==> config.mk <==
export PLATFORM = sky130hd
export DESIGN_NAME = k_seq_alu
export DESIGN_NICKNAME = d
export VERILOG_FILES = /design/src/rtl/k_seq_alu.sv
export SDC_FILE = /design/constraint.sdc
export NUM_CORES = 1
export LEC_CHECK = 0
export BUFFER_PORTS_ARGS = -buffer_cell sky130_fd_sc_hd__clkbuf_2
export CAP_MARGIN = 20
export CORE_ASPECT_RATIO = 0.6
export CORE_MARGIN = 2
export CORE_UTILIZATION = 55
export DETAILED_ROUTE_END_ITERATION = 8
export PLACE_DENSITY = 0.88
export SLEW_MARGIN = 0
export SYNTH_ARGS = -nofsm -noshare
export SYNTH_HDL_FRONTEND = slang
export SYNTH_SLANG_ARGS = --single-unit
==> constraint.sdc <==
create_clock -name clk -period 2.37 [get_ports clk]
set_input_delay 0 -clock clk [delete_from_list [all_inputs] [get_ports clk]]
set_output_delay 0 -clock clk [all_outputs]
set_load 0.05 [all_outputs]
==> src/rtl/k_seq_alu.sv <==
// k_seq_alu: clocked add/sub/iterative mul/div unit with start/busy/done handshake; divide built only when K_SEQ_ALU_DIV_EN is defined
module k_seq_alu #(
  parameter int WIDTH = 4
) (
  input  logic                 clk,
  input  logic                 reset,
  input  logic                 start,
  input  logic [WIDTH-1:0]     r1,
  input  logic [WIDTH-1:0]     r2,
  input  logic [1:0]           switch,
  output logic [2*WIDTH-1:0]   r3,
  output logic                 cout,
  output logic                 err,
  output logic                 busy,
  output logic                 done
);
  localparam int CW = $clog2(WIDTH + 1);
  typedef enum logic {IDLE, RUN} state_t;
  state_t state;
  logic [CW-1:0] cnt;
  logic [2*WIDTH-1:0] acc, nxt;
  logic [WIDTH-1:0] b;
  logic [WIDTH:0] sum, dif, msum;
`ifdef K_SEQ_ALU_DIV_EN
  logic op_div;
  logic [WIDTH:0] t, d;
`endif
  // acc holds {high partial, low operand}: multiplier bits shift out LSB first, quotient bits shift in at the LSB
  always_comb begin
    sum = {1'b0, r1} + {1'b0, r2};
    dif = {1'b0, r1} - {1'b0, r2};
    msum = {1'b0, acc[2*WIDTH-1:WIDTH]} + (acc[0] ? {1'b0, b} : '0);
`ifdef K_SEQ_ALU_DIV_EN
    t = {acc[2*WIDTH-1:WIDTH], acc[WIDTH-1]};
    d = t - {1'b0, b};
    nxt = !op_div ? {msum, acc[WIDTH-1:1]}
        : d[WIDTH] ? {t[WIDTH-1:0], acc[WIDTH-2:0], 1'b0}
        : {d[WIDTH-1:0], acc[WIDTH-2:0], 1'b1};
`else
    nxt = {msum, acc[WIDTH-1:1]};
`endif
  end
  always_ff @(posedge clk) begin
    if (reset) begin
      state <= IDLE;
      cnt <= '0;
      acc <= '0;
      b <= '0;
      r3 <= '0;
      cout <= 1'b0;
      err <= 1'b0;
      busy <= 1'b0;
      done <= 1'b0;
`ifdef K_SEQ_ALU_DIV_EN
      op_div <= 1'b0;
`endif
    end else begin
      done <= 1'b0;
      if (state == IDLE) begin
        if (start) begin
          case (switch)
            2'b00: begin
              r3 <= {{(WIDTH-1){1'b0}}, sum};
              cout <= sum[WIDTH];
              err <= 1'b0;
              done <= 1'b1;
            end
            2'b01: begin
              r3 <= {{WIDTH{1'b0}}, dif[WIDTH-1:0]};
              cout <= dif[WIDTH];
              err <= 1'b0;
              done <= 1'b1;
            end
            2'b10: begin
              acc <= {{WIDTH{1'b0}}, r1};
              b <= r2;
              cnt <= CW'(WIDTH);
              busy <= 1'b1;
              state <= RUN;
`ifdef K_SEQ_ALU_DIV_EN
              op_div <= 1'b0;
`endif
            end
            default: begin
`ifdef K_SEQ_ALU_DIV_EN
              if (r2 == '0) begin
                r3 <= {r1, {WIDTH{1'b1}}};
                cout <= 1'b0;
                err <= 1'b1;
                done <= 1'b1;
              end else begin
                acc <= {{WIDTH{1'b0}}, r1};
                b <= r2;
                cnt <= CW'(WIDTH);
                busy <= 1'b1;
                state <= RUN;
                op_div <= 1'b1;
              end
`else
              r3 <= '0;
              cout <= 1'b0;
              err <= 1'b1;
              done <= 1'b1;
`endif
            end
          endcase
        end
      end else begin
        acc <= nxt;
        cnt <= cnt - 1'b1;
        if (cnt == CW'(1)) begin
          r3 <= nxt;
          cout <= 1'b0;
          err <= 1'b0;
          done <= 1'b1;
          busy <= 1'b0;
          state <= IDLE;
        end
      end
    end
  end
endmodule

; ---- After elaboration in Yosys (flattened, before gate mapping)
; Cells that the tools add are included.
[classes]
n_addsub = 4
eq_ne = 5
mux = 29
bitwise_logic = 1
n_reduce_logical = 8
[ops]
columns = cell, count
row1 = 8-bit two-way mux, 6
row2 = 8-bit case mux with 3 select lines, 1
row3 = 1-bit two-way mux, 16
row4 = 4-bit by 4-bit adder with 5-bit output, 2
row5 = 3-bit two-way mux, 3
row6 = 3-bit AND reduction, 3
row7 = 4-bit by 4-bit subtractor with 5-bit output, 1
row8 = 4-bit two-way mux, 1
row9 = 2-bit nonzero test, 2
row10 = "3-bit by 1-bit == test with 1-bit output, second input constant", 1
row11 = 1-bit case mux with 3 select lines, 1
row12 = "3-bit by 1-bit subtractor with 3-bit output, second input constant", 1
row13 = "2-bit by 1-bit == test with 1-bit output, second input constant", 1
row14 = "2-bit == test, second input constant", 1
row15 = 2-bit zero test, 1
row16 = "2-bit by 1-bit inequality test with 1-bit output, second input constant", 1
row17 = "2-bit inequality test, second input constant", 1
row18 = 1-bit case mux with 2 select lines, 1
row19 = 2-bit AND reduction, 1
row20 = 2-bit OR reduction, 1
row21 = 1-bit inverter, 1
[totals]
register_bits = 28
inputBits = 13
out_inout_bits = 12
word_cells = 56

; ---- Depth between registers and ports, before layout
[depth]
depth_word = 5
mapped_depth = 9
ltp_nobuf = 8

; ---- Worst setup path before layout
; OpenSTA, ideal clock, no wires.
[synth_timing]
path_kind = register to register
start = reg acc[0]
end = reg acc[7]
setup_time_ns = 0.128
t_arrival_ns = 1.583
t_required_ns = 2.242
slack_ns = 0.660
stages_incl_launch_ff = 8
path_buffers = 0
period_less_slack_ns = 1.710
cell_sequence = dfxtp_1 and2_1 ha_1 fa_1 a21o_1 a21o_1 a22oi_1 nor2_1
[synth_via]
elab_chain_cells = 3
[synth_rtl]
columns = element, line_no
row1 = start: declaration, 21  ; logic [2*WIDTH-1:0] acc, nxt;
row2 = start signal: assignment, 75  ; acc <= {{WIDTH{1'b0}}, r1};
row3 = start signal: assignment, 109  ; acc <= nxt;
row4 = 4-bit two-way mux, 32  ; msum = {1'b0, acc[2*WIDTH-1:WIDTH]} + (acc[0] ? {1'b0, b} : '0);
row5 = 4-bit by 4-bit adder with 5-bit output, 32
row6 = 8-bit two-way mux, 59  ; if (state == IDLE) begin
; Every way passes these cells.
; A chain may end at the register's enable or synchronous reset.

; ---- Final worst setup path
[layout_timing]
start = reg state
end = reg r3[5]
[layout_via]
elab_chain_cells = 2
word_cells_on_any_way = 5
classes_between = 2 x eq/ne / 1 x mux / 2 x reduce/logical
[layout_rtl]
columns = element, line_no
row1 = start: declaration, 19  ; state_t state;
row2 = start signal: assignment, 45  ; state <= IDLE;
row3 = start signal: assignment, 79  ; state <= RUN;
row4 = start signal: assignment, 117  ; state <= IDLE;
row5 = "2-bit by 1-bit inequality test with 1-bit output (no line), or another cell as far along", --
row6 = 3-bit AND reduction (no line), --
row7 = end signal: assignment, 63  ; r3 <= {{(WIDTH-1){1'b0}}, sum};
row8 = end signal: assignment, 69  ; r3 <= {{WIDTH{1'b0}}, dif[WIDTH-1:0]};
row9 = end signal: assignment, 112  ; r3 <= nxt;
row10 = end: declaration, 11  ; output logic [2*WIDTH-1:0] r3,
; Parallel ways exist; a longest one is shown, timed or not.

==> out/metrics.cfg <==
[run_status]
status=completed

[yosys]
yosys_warnings=0
synthCells=163
synth_top_cell_area_share_pct=37.6
ys_seq_elements=28
synth_top_cell_by_area=dfxtp_1
syn_nets=193
yosys-top-cells-area=dfxtp_1 38%, ha_1 12%, nor2_1 6.8%, a21oi_1 4.0%, a222oi_1 4.0%
avgSynthCellArea_um2=9.15
yosysUniqueCellTypes=37
syn_area_um2=1490
ys_seq_area_share_pct=37.6

[sta]
period_share_pct=81.1
rsz0062_at_grt=no
setup_viol=0
slew_headroom_pct=57.2
fin_skew_ns=0.00408
clock.fmax_mhz=521
hold_viol=0
slew_viol_final=0
period_minus_slack_ns=1.92
fin_setup_tns_ns=0
worst_pin_slew_ns=0.641

[flow_run]
cap_violations=0

[final_layout]
num_antenna_cells=0
fill_cells=219
utilization_pct=66.1
fin_cells=217
seq_area_um2=561
area_growth_pct=12.5
multi_input_area_um2=850
stdcell_area_um2=1680
fin_nets=216
drive_above_1_share_pct=18.4

[floorplan]
dieArea_um2=3160
rows=14
die_width_um=71.2
dieHeight_um=44.3
core_um2=2540
pin_count=25
start_util_pct=58.7

[routing]
drtIter0Drc=77
wl_per_cell_um=15.4
viasPerCell=5.74
drc=0
vias=1246
wirelength_um=3340
antenna_left=0
firstDrtPassIters=6

[placement]
place_inst=213
dpl_cell_area_um2=1620
place_congestion=0.836
io_buffers=24
dp_hpwl_um=2460

[clock_network]
cts-root-buf=clkbuf_8
clkTransAtPathRegs_ns=0.10
clk_latency_ns=0.28
postCtsHoldBufs=0
cts-htree-levels=1
clk_path_buf_depth=2
cts_setup_buffers=0
cts_tree=done
cts_inserted_buffers=3
cts_resized=0
clock_sinks=28

[hold_path]
hp-class=in2reg

[setup_path]
crit_chain=nor2b_1 -> a21oi_2 -> nor2_1 -> a21oi_1 -> nor2_1
max_stage_delay_ns=0.74
worst_ep_arrival_time_ns=2.08
critPathBufInv=0
crit_fanout=17
cp_slowest_cell=dfxtp_1
required_ns=2.52
end_kind=register
crit_type=reg2reg
crit_top_cell=nor2_1
worstSetupStartpointType=register
cp_top_family=flip-flops

[power]
power_density_nw_per_um2=581
leakagePower_nw=0.781
power.total_mw=0.976
ir_drop_mv=0.292

[global_route]
antenna_found_initial=0
overflow=0
grt_max_degree=29
grt.total_usage_pct=23.1
grt_first_pass_wirelength_um=5470
grt_pass1_vias=1149

[synth_stat cells, drive strengths merged]
master and count:
nand3b 1, a31oi 2, a21o 3, a21oi 13, nand2b 3, inv 10
mux2i 6, and2 4, a22oi 7, xnor2 3, and3b 1, and3 1
nor2 29, o21a 1, dfxtp 28, nand3 1, fa 3, buf 4
clkbuf 4, o211ai 1, nor2b 3, a221oi 1, nand4b 1, a222oi 6
a211o 1, o31ai 1, o21ai 2, nor3 2, nand2 6, ha 14
xor2 1
[tightest hold or removal path: cells and delay by family]
kind | cells | cell delay, ns
muxes | 1 | 0.08
and+or+nand+nor | 1 | 0.07
buffers and inverters | 1 | 0.12
[worst paths after layout]
check | to | cells past startpoint | start | slack (ns)
setup / recovery | r3[5]$_SDFFE_PP0P_ | 5 | state$_SDFF_PP0_ | 0.45
setup reg to reg | r3[5]$_SDFFE_PP0P_ | 5 | state$_SDFF_PP0_ | 0.45
hold reg to reg | r3[6]$_SDFFE_PP0P_ | 2 | r3[6]$_SDFFE_PP0P_ | 0.46
hold / removal | b[0]$_SDFFE_PP0P_ | 3 | r2[0] | 0.02
[stage by stage]
step	hold WS (ns)	worst slack (ns)
after floorplan	0.147	0.660
after global placement	0.294	0.610
after detailed placement	0.302	0.529
after CTS	0.0144	0.490
after global routing	0.0176	0.322
final	0.0242	0.449
[cell families (layout without fill, tap and decap cells)]
family / Yosys count / count (layout) / synth area share [%]
buf+inv: 18 / 40 / 5.45
fa+ha+maj: 17 / 17 / 15.8
xor+xnor: 4 / 4 / 2.35
mux: 6 / 6 / 4.03
compound gates: 38 / 38 / 17.9
simple gates: 52 / 52 / 16.9
flops: 28 / 28 / 37.6
[area by class of cell]
type | count | share of cell area [%]
repair buffers | 26 | 8.05
multi-input cells | 117 | 50.6
flip-flops and latches | 28 | 33.4
inverters | 10 | 2.24
clock buffers | 4 | 3.28
well taps | 32 | 2.39
[per-layer routing]
| metal | global-route usage, % | wire length, µm | vias up |
|---|---|---|---|
| li1 | - | - | 613 |
| met1 | 32.5 | 1650 | 587 |
| met2 | 35.6 | 1480 | 44 |
| met3 | 6.38 | 202 | 2 |
| met4 | 6.04 | 8 | 0 |
| met5 | 0 | 0 | - |
[layout by cell type (no fill, tap or decap), types with 2 or more instances in the layout]
master,n
a21oi_1,12
a222oi_1,6
o21ai_0,2
nand2b_1,2
clkbuf_8,4
a31oi_1,2
nor2b_1,3
nand2_1,6
clkbuf_2,24
a21o_1,3
xnor2_1,3
inv_1,10
and2_1,4
ha_1,14
fa_1,3
dfxtp_1,28
nor2_1,27
buf_4,2
mux2i_1,6
nor3_1,2
a22oi_1,7
[report_power, final]
part	switching, mW	internal, mW
Combinational	0.114	0.0603
Clock	0.149	0.149
Sequential	0.0153	0.488
Total	0.278	0.698
[flip-flops by register name, indices dropped and copies added (netlist names)]
register  cells
busy          1
b             4
state         1
acc           8
err           1
done          1
r3            8
cout          1
cnt           3
Note: power is estimated with default switching activity, not from simulation.
